--- src/rtl/bram_port_arbiter_if.sv ---
// rtl/bram_port_arbiter_if.sv - requester-side bundle for one BRAM port A client
//
// Purpose: groups one requester's access bundle (request, write enable,
// address, write data) with its grant and read-return signals.
// Ports (signals):
//    req    - access request, held until granted
//    we     - 1 = write, 0 = read
//    addr   - BRAM word address
//    din    - write data
//    gnt    - grant; the access completes on the edge where req & gnt
//    dout   - read data returned to this requester
//    rvalid - dout valid for one cycle
// Modports: master = requester side, slave = arbiter side.

interface bram_port_arbiter_if #(
   parameter int ADDR_W = 10,
   parameter int DATA_W = 16
);
   logic              req;
   logic              we;
   logic [ADDR_W-1:0] addr;
   logic [DATA_W-1:0] din;
   logic              gnt;
   logic [DATA_W-1:0] dout;
   logic              rvalid;

   modport master (
      output req, we, addr, din,
      input  gnt, dout, rvalid
   );

   modport slave (
      input  req, we, addr, din,
      output gnt, dout, rvalid
   );
endinterface

--- src/rtl/bram_port_arbiter.sv ---
// rtl/bram_port_arbiter.sv - CPU-priority arbiter for BRAM port A with bounded aux wait
//
// Purpose: shares BRAM port A between the CPU (priority) and an auxiliary
// master. The aux master is forced ahead of the CPU after MAX_WAIT denied
// cycles. Read data is steered back to whichever requester issued the read,
// one cycle later, with a single-cycle valid strobe.
// Ports:
//    clk       - system clock, rising edge
//    rst       - asynchronous active-low reset
//    cpu       - CPU requester bundle (slave side)
//    aux       - auxiliary requester bundle (slave side)
//    bram_addr - to BRAM addr_a
//    bram_din  - to BRAM data_a
//    bram_we   - to BRAM we_a
//    bram_q    - from BRAM q_a (registered, 1-cycle latency)

module bram_port_arbiter #(
   parameter int ADDR_W   = 10,
   parameter int DATA_W   = 16,
   parameter int MAX_WAIT = 4
) (
   input  logic                clk,
   input  logic                rst,
   bram_port_arbiter_if.slave  cpu,
   bram_port_arbiter_if.slave  aux,
   output logic [ADDR_W-1:0]   bram_addr,
   output logic [DATA_W-1:0]   bram_din,
   output logic                bram_we,
   input  logic [DATA_W-1:0]   bram_q
);

   localparam logic [3:0] MAX_WAIT_C = 4'(MAX_WAIT);

   logic [3:0] wait_cnt;
   logic [1:0] rd_owner;   // [1] = aux read in flight, [0] = cpu read in flight
   logic       force_aux;
   logic       cpu_gnt_i;
   logic       aux_gnt_i;

   // Grants are gated by rst so nothing can be issued while reset is held.
   always_comb begin
      force_aux = (wait_cnt == MAX_WAIT_C);
      aux_gnt_i = rst & aux.req & (force_aux | ~cpu.req);
      cpu_gnt_i = rst & cpu.req & ~aux_gnt_i;
   end

   assign cpu.gnt = cpu_gnt_i;
   assign aux.gnt = aux_gnt_i;

   always_comb begin
      bram_addr = '0;
      bram_din  = '0;
      bram_we   = 1'b0;
      if (aux_gnt_i) begin
         bram_addr = aux.addr;
         bram_din  = aux.din;
         bram_we   = aux.we;
      end else if (cpu_gnt_i) begin
         bram_addr = cpu.addr;
         bram_din  = cpu.din;
         bram_we   = cpu.we;
      end
   end

   always_ff @(posedge clk or negedge rst) begin
      if (!rst) begin
         wait_cnt <= 4'd0;
         rd_owner <= 2'b00;
      end else begin
         // Count only while aux is actually being denied; any gap clears it.
         if (aux.req && !aux_gnt_i) begin
            if (wait_cnt != MAX_WAIT_C)
               wait_cnt <= wait_cnt + 4'd1;
         end else begin
            wait_cnt <= 4'd0;
         end
         rd_owner <= {aux_gnt_i & ~aux.we, cpu_gnt_i & ~cpu.we};
      end
   end

   // BRAM q is shared; the owner bits say whose data it is this cycle.
   assign cpu.rvalid = rd_owner[0];
   assign aux.rvalid = rd_owner[1];
   assign cpu.dout   = bram_q;
   assign aux.dout   = bram_q;

endmodule

--- src/flat_wrapper.sv ---
// flat-port wrapper written by rule: the top's interface ports become plain ports
module bram_port_arbiter_flat 
#(
   parameter int ADDR_W   = 10,
   parameter int DATA_W   = 16,
   parameter int MAX_WAIT = 4
)
  (clk, rst, bram_addr, bram_din, bram_we, bram_q, cpu_req, cpu_we, cpu_addr, cpu_din, cpu_gnt, cpu_dout, cpu_rvalid, aux_req, aux_we, aux_addr, aux_din, aux_gnt, aux_dout, aux_rvalid);
  bram_port_arbiter_if #(.ADDR_W(ADDR_W), .DATA_W(DATA_W)) cpu_i ();
  bram_port_arbiter_if #(.ADDR_W(ADDR_W), .DATA_W(DATA_W)) aux_i ();
  input  logic clk;
  input  logic rst;
  output logic [ADDR_W-1:0] bram_addr;
  output logic [DATA_W-1:0] bram_din;
  output logic bram_we;
  input  logic [DATA_W-1:0] bram_q;
  input wire logic [$bits(cpu_i.req)-1:0] cpu_req;
  input wire logic [$bits(cpu_i.we)-1:0] cpu_we;
  input wire logic [$bits(cpu_i.addr)-1:0] cpu_addr;
  input wire logic [$bits(cpu_i.din)-1:0] cpu_din;
  output wire logic [$bits(cpu_i.gnt)-1:0] cpu_gnt;
  output wire logic [$bits(cpu_i.dout)-1:0] cpu_dout;
  output wire logic [$bits(cpu_i.rvalid)-1:0] cpu_rvalid;
  input wire logic [$bits(aux_i.req)-1:0] aux_req;
  input wire logic [$bits(aux_i.we)-1:0] aux_we;
  input wire logic [$bits(aux_i.addr)-1:0] aux_addr;
  input wire logic [$bits(aux_i.din)-1:0] aux_din;
  output wire logic [$bits(aux_i.gnt)-1:0] aux_gnt;
  output wire logic [$bits(aux_i.dout)-1:0] aux_dout;
  output wire logic [$bits(aux_i.rvalid)-1:0] aux_rvalid;
  assign cpu_i.req = cpu_req;
  assign cpu_i.we = cpu_we;
  assign cpu_i.addr = cpu_addr;
  assign cpu_i.din = cpu_din;
  assign cpu_gnt = cpu_i.gnt;
  assign cpu_dout = cpu_i.dout;
  assign cpu_rvalid = cpu_i.rvalid;
  assign aux_i.req = aux_req;
  assign aux_i.we = aux_we;
  assign aux_i.addr = aux_addr;
  assign aux_i.din = aux_din;
  assign aux_gnt = aux_i.gnt;
  assign aux_dout = aux_i.dout;
  assign aux_rvalid = aux_i.rvalid;
  bram_port_arbiter #(.ADDR_W(ADDR_W), .DATA_W(DATA_W), .MAX_WAIT(MAX_WAIT)) u_core (.clk(clk), .rst(rst), .cpu(cpu_i), .aux(aux_i), .bram_addr(bram_addr), .bram_din(bram_din), .bram_we(bram_we), .bram_q(bram_q));
endmodule
--- config.mk ---
export PLATFORM = sky130hd
export DESIGN_NAME = bram_port_arbiter_flat
export DESIGN_NICKNAME = d
export VERILOG_FILES = /design/src/rtl/bram_port_arbiter_if.sv /design/src/rtl/bram_port_arbiter.sv /design/src/flat_wrapper.sv
export SDC_FILE = /design/constraint.sdc
export NUM_CORES = 1
export LEC_CHECK = 0
export ABC_AREA = 1
export CORE_MARGIN = 3
export CORE_UTILIZATION = 25
export CTS_BUF_LIST = sky130_fd_sc_hd__clkbuf_4
export CTS_CLUSTER_DIAMETER = 50
export CTS_CLUSTER_SIZE = 14
export DETAILED_ROUTE_END_ITERATION = 10
export PLACE_DENSITY_LB_ADDON = 0.1
export SLEW_MARGIN = 20
export SYNTH_ARGS = -nofsm -noshare
export SYNTH_HDL_FRONTEND = slang
export SYNTH_SLANG_ARGS = --single-unit
--- constraint.sdc ---
create_clock -name clk -period 2.2 [get_ports clk]
set_input_delay 0.44 -clock clk [delete_from_list [all_inputs] [get_ports clk]]
set_output_delay 0.44 -clock clk [all_outputs]
set_load 0.05 [all_outputs]
==> run_results.csv, run 1 <==
group,metric,value,unit
clock_tree,cts_tree,"yes",
logic_synthesis,synth_top_cells_by_count,"nand2_1 (65), buf_4 (32), nand3_1 (29)",
global_route,track_usage,16.83,%
sta,tightest_slew,493.5,ps
setup_path,critPathKind,"register to output pin",
setup_path,cp_max_fo,6,
floorplanning,die_area,4629,um^2
sta,setup_viol,0,
layout,num_antenna_cells,0,
detailed_routing,ant_nets,0,
setup_path,cp-end-kind,"output pin",
job,cap_violations,0,
floorplanning,fp.dieH,68.04,um
logic_synthesis,yosysTopAreaCellShare,25.36,%
floorplanning,rows,21,
detailed_routing,postRouteWirelength,4021,um
setup_path,critPathSlowestCell,"dfrtp_1",
logic_synthesis,syn_inst,161,
logic_synthesis,synth_edf_count,0,
sta,rsz0062_at_grt,"true",
detailed_routing,drt_iter0_markers,44,
detailed_routing,vias_per_cell,4.388,
placed_design,dp_cells,265,
global_route,overflow,0,
floorplanning,die_w,68.04,um
detailed_routing,drtPass1Iterations,4,
clock_tree,cts.clk_slew.worst_paths,40,ps
sta,whs,296.9,ps
power_and_ir_drop,internal_power,496.2,uW
floorplanning,boundaryPins,137,
layout,drive_gt1_share,37.93,%
detailed_routing,via_count,1220,
setup_path,cp_common_cell,"buf_12",
power_and_ir_drop,ir_worst_vdd,148.1,uV
logic_synthesis,ys.warnings.count,0,
power_and_ir_drop,power_frac_seq,15.7,%
layout,fin_area,2252,um^2
setup_path,r2r_start,"u_core.wait_cnt[0]",
layout,num-nets-final,310,
logic_synthesis,synth_area,962.2,um^2
setup_path,r2r_setup_slack,840,ps
sta,slew_viol_final,0,
power_and_ir_drop,switching_share,39.67,%
global_route,antenna_found_initial,0,
sta,fmax,464.9,MHz
setup_path,r2r_cells,8,
global_route,grt_pass1_wl,5968,um
setup_path,critical_path.cell_chain,"inv_2 > ha_4 > nand3_4 > a21oi_4 > buf_12 > buf_8 > nand2_1 > nand2_2 > buf_12",
floorplanning,initial_core_util,27.33,%
setup_path,critPathMaxStageDelay,380,ps
placed_design,dp_hpwl,3240,um
power_and_ir_drop,p_sw,326.2,uW
global_route,grt_start_max_net_pins,20,
global_route,grt_pass1_vias,1316,
power_and_ir_drop,p_clk_share,12.1,%
clock_tree,clkLatencyLatePin,240,ps
logic_synthesis,ys_seq_area_share,15.60,%
clock_tree,numCtsBuffers,3,
run_status,status,"complete, no violations",
logic_synthesis,synth.area.top_cells,"nand2_1 (25%), buf_4 (25%), dfrtp_1 (16%)",
detailed_routing,wire_per_inst,14.46,um
detailed_routing,post-route-drc-count,0,
power_and_ir_drop,power.total,822.4,uW
sta,period_needed,2151,ps
logic_synthesis,synth_largest_area_cell,"nand2_1",
setup_path,cp.arrival,1710,ps
sta,layout_worst_path_cycle_share,97.77,%
setup_path,worstSetupStartpointType,"register",
logic_synthesis,synth_cell_type_count,16,
sta,worst_slew_margin_rel,66.99,%
power_and_ir_drop,p_per_area,365.2,nW/um^2
power_and_ir_drop,combinationalPowerShare,72.2,%
clock_tree,clkSinkCount,6,
sta,clock_skew,2.630,ps
logic_synthesis,syn-num-nets,237,
clock_tree,clk_path_buf_depth,2,
layout,syn_to_final_growth,134.1,%
clock_tree,h-tree-depth,1,
floorplanning,core_area,3521,um^2
clock_tree,cts-root-buf,"clkbuf_4",
min_path,hold_class,"input port to asynchronous set/reset pin",
logic_synthesis,syn_avg_cell_area,5.976,um^2
power_and_ir_drop,power_leakage,0.001031,uW
logic_synthesis,synth-main-ff-cell,"dfrtp_1",
placed_design,placed_cell_area,2012,um^2
layout,stdcell_count,278,
sta,finalHoldViolCount,0,
layout,utilization,63.97,%
logic_synthesis,yosys_register_bits,6,
placed_design,portBuffers,88,
setup_path,cp.required,1760,ps
setup_path,timing.rr.end,"u_core.wait_cnt[0]",
logic_synthesis,async_flop_share,100.0,%
logic_synthesis,synthMostInstantiatedCell,"nand2_1",
placed_design,gp_congestion,0.6926,
-- power by group through the flow --
| stage | Clock, uW | Combinational (uW) | Sequential (uW) |
|---|---|---|---|
| final | 99.5 | 594 | 129 |
| after global routing | 108 | 630 | 130 |
| after CTS | 104 | 567 | 128 |
| after detailed placement | 0 | 529 | 134 |
| after global placement | 0 | 524 | 133 |
| after floorplan | 0 | 377 | 136 |
-- sequential cells by signal, summed over array words and instances, names as in the netlist --
signal and count:
u_core.wait_cnt 4, u_core.rd_owner 2
-- per-layer routing --
| metal | up-vias | share of wire, % | track usage [%] |
|---|---|---|---|
| li1 | 616 | - | - |
| met1 | 534 | 32 | 16.41 |
| met2 | 56 | 56 | 32.61 |
| met3 | 14 | 10 | 5.911 |
| met4 | 0 | 1.8 | 5.211 |
| met5 | - | 0 | 0 |
-- placed cells by master, fill, tap and decap left out --
cell type,count
buf_16,1
nand2_1,34
nor2_1,8
clkdlybuf4s50_1,57
buf_4,10
a21oi_4,1
ha_4,1
nand4_1,1
dlymetal6s2s_1,1
dfrtp_1,6
buf_6,3
inv_2,3
inv_1,4
buf_12,33
nand3_1,29
dlygate4sd2_1,1
xor2_1,2
nand3_4,1
clkbuf_4,3
buf_8,1
ha_1,1
nand2_2,31
-- how the worst max path moves through the flow --
stage	start	to	cells past startpoint	slack, ps
final	u_core.wait_cnt[0]	bram_din[11]	9	50
after global routing	u_core.wait_cnt[0]	bram_addr[8]	9	-30
after CTS	u_core.wait_cnt[1]	bram_addr[6]	8	-20
after detailed placement	rst	bram_din[9]	7	-20
after global placement	rst	bram_din[10]	7	9
after floorplan	u_core.wait_cnt[0]	bram_din[10]	7	90
-- critical path: cells and delay by family (launching register included) --
kind | cells | cell delay [ps]
buffers and inverters | 4 | 450
and+or+nand+nor | 3 | 270
AOI/OAI and AO/OA | 1 | 200
adders and majority gates | 1 | 140
DFF | 1 | 380
-- repair_timing --
action | 4_1_cts | 5_1_grt
endpoints found under the setup margin | 28 | 28
pin swaps | 2 | 7
hold buffers | 0 | 0
buffers inserted | 3 | 5
gates cloned | 2 | 0
resized for setup | 9 | 35
-- layout make-up --
type	instances	area, um^2
Inverter	7	26.28
Sequential cell	6	150.1
Fill cell	317	1269
Multi-Input combinational cell	109	591.8
Tap cell	46	57.56
Timing Repair Buffer	107	1404
Clock buffer	3	22.52
-- cell families (layout without fill, tap and decap cells) --
| logic type | count (synthesis) | after routing | share of synthesized area [%] |
|---|---|---|---|
| AO/OA/AOI/OAI | 1 | 1 | 1.691 |
| XOR/XNOR | 2 | 2 | 1.821 |
| adder cells (fa/ha/maj) | 2 | 2 | 2.600 |
| buffers and inverters | 46 | 117 | 32.25 |
| flip-flops | 6 | 6 | 15.60 |
| AND/OR/NAND/NOR | 104 | 104 | 46.03 |
-- per-stage QoR --
step	setup TNS, ps	worst slack [ps]
floorplan	0	88.05
global placement	0	8.826
detailed placement	-52.74	-15.42
CTS	-156.2	-21.54
global route	-495.3	-27.16
finish	0	48.97
No activity file was read; power rests on OpenSTA's default activity.
==> inputs of run 2 (changes only) <==
- CAP_MARGIN: default -> 20
- clock period: 2.2 -> 2 ns (I/O delays scaled with it)
==> run 2 against run 1 <==
The flow now finishes with violations (setup timing); worst hold slack gained 60 ps; total power increased by 12%; global-route usage increased by 0.99 points; critical path type unchanged; critical endpoint is now bram_addr[3].
==> run_results.csv, run 2 (same netlist as run 1, synthesis figures left out) <==
group,metric,value,unit
run_status,status,"complete, but fails checks",
run_status,violations,"setup timing",
sta,layout_worst_path_cycle_share,105.5,%
placed_design,portBuffers,88,
setup_path,cp-end-kind,"output pin",
floorplanning,rows,21,
placed_design,dp_hpwl,3217,um
clock_tree,clk_path_buf_depth,2,
layout,stdcell_count,281,
global_route,grt_start_max_net_pins,16,
clock_tree,cts.clk_slew.worst_paths,40,ps
detailed_routing,vias_per_cell,4.541,
power_and_ir_drop,ir_worst_vdd,221.4,uV
layout,num-nets-final,313,
setup_path,cp_max_fo,8,
detailed_routing,drtPass1Iterations,4,
global_route,overflow,0,
layout,num_antenna_cells,0,
placed_design,dp_cells,269,
min_path,hold_class,"input port to asynchronous set/reset pin",
sta,tightest_slew,505.4,ps
layout,mostFrequentLayoutCells,"clkdlybuf4s50_1 (56), buf_12 (33), nand2_2 (30)",
setup_path,worstSetupStartpointType,"register",
layout,syn_to_final_growth,144.5,%
floorplanning,initial_core_util,27.33,%
global_route,grt_pass1_vias,1390,
layout,top_register,"u_core.wait_cnt",
sta,setup_ws,-110.8,ps
sta,slew_viol_final,0,
sta,fmax,473.8,MHz
global_route,antenna_found_initial,0,
detailed_routing,postRouteWirelength,4167,um
detailed_routing,drt_iter0_markers,35,
setup_path,critPathKind,"register to output pin",
floorplanning,boundaryPins,137,
power_and_ir_drop,power_leakage,0.001097,uW
clock_tree,clkLatencyLatePin,230,ps
clock_tree,clkSinkCount,6,
clock_tree,cts-root-buf,"clkbuf_4",
setup_path,cp.required,1600,ps
global_route,track_usage,17.82,%
sta,clock_skew,1.044,ps
layout,top_regs,"u_core.wait_cnt (4), u_core.rd_owner (2)",
layout,drive_gt1_share,43.40,%
power_and_ir_drop,p_per_area,393.0,nW/um^2
detailed_routing,wire_per_inst,14.83,um
floorplanning,core_area,3521,um^2
layout,final_common_cell,"clkdlybuf4s50_1",
detailed_routing,ant_nets,0,
detailed_routing,post-route-drc-count,0,
floorplanning,die_area,4629,um^2
sta,rsz0062_at_grt,"true",
clock_tree,cts_tree,"yes",
floorplanning,fp.dieH,68.04,um
detailed_routing,via_count,1276,
sta,period_needed,2111,ps
sta,tns,-1834,ps
sta,finalHoldViolCount,0,
placed_design,gp_congestion,0.7632,
clock_tree,h-tree-depth,1,
global_route,grt_pass1_wl,6389,um
setup_path,cp.arrival,1710,ps
floorplanning,die_w,68.04,um
sta,worst_slew_margin_rel,66.20,%
sta,setup_viol,29,
clock_tree,numCtsBuffers,3,
job,cap_violations,0,
layout,largest_register_ffs,4,
layout,utilization,66.81,%
placed_design,dp_slack,-150.4,ps
==> run 2: critical path, stage by stage (launching register included) <==
cell	delay, ps
dfrtp_1	380
inv_2	100
ha_4	150
nand3_4	100
a21oi_4	180
buf_12	150
buf_12	120
nand2_1	70
nand2_2	90
buf_12	140
==> run 2: worst paths after layout <==
kind | startpoint | cells past startpoint | slack (ps) | to
hold / removal | rst | 3 | 360 | u_core.rd_owner[1]
setup / recovery | u_core.wait_cnt[0] | 9 | -110 | bram_addr[3]
max in group asynchronous | rst | 3 | 1530 | u_core.wait_cnt[2]
hold reg to reg | u_core.wait_cnt[3] | 3 | 650 | u_core.wait_cnt[3]
setup reg to reg | u_core.wait_cnt[0] | 9 | 490 | u_core.wait_cnt[0]
min in group clk | u_core.wait_cnt[3] | 3 | 650 | u_core.wait_cnt[3]
==> run 2: what timing repair did <==
action	in CTS	in global routing
endpoints found under the setup margin	29	29
hold buffers	0	0
resized for setup	33	15
buffers inserted	5	1
pin swaps	17	13
cloned	2	1
==> run 2: cell type report <==
class | count | area (um^2)
sequential | 6 | 150.1
tap | 46 | 57.56
timing repair buffer | 110 | 1419
clock buffer | 3 | 22.52
inverter | 7 | 26.28
fill | 312 | 1169
multi-input combinational | 109 | 676.9
==> run 2: metal layers <==
layer / vias to the layer above / global-route usage (%) / share of wire [%]
met5: - / 0 / 0
met4: 0 / 5.707 / 1.1
met3: 6 / 7.553 / 13
met2: 75 / 32.85 / 54
met1: 574 / 17.90 / 32
li1: 621 / - / -
==> run 2: where the power goes <==
part | leakage [uW] | internal (uW) | switching [uW]
registers | 0.0000810 | 132 | 10.3
logic | 0.00100 | 355 | 323
clock network | 0.0000138 | 67.4 | 36.2
==> run 2: stage by stage <==
step | instance area, um^2 | total power, uW | hold WS (ps)
after floorplan | 1010 | 573.7 | 104.4
after CTS | 2281 | 905.5 | 355.2
after global routing | 2352 | 978.2 | 375.1
after global placement | 2090 | 738.0 | 599.6
after detailed placement | 2090 | 746.3 | 617.2
final | 2352 | 924.5 | 357.1
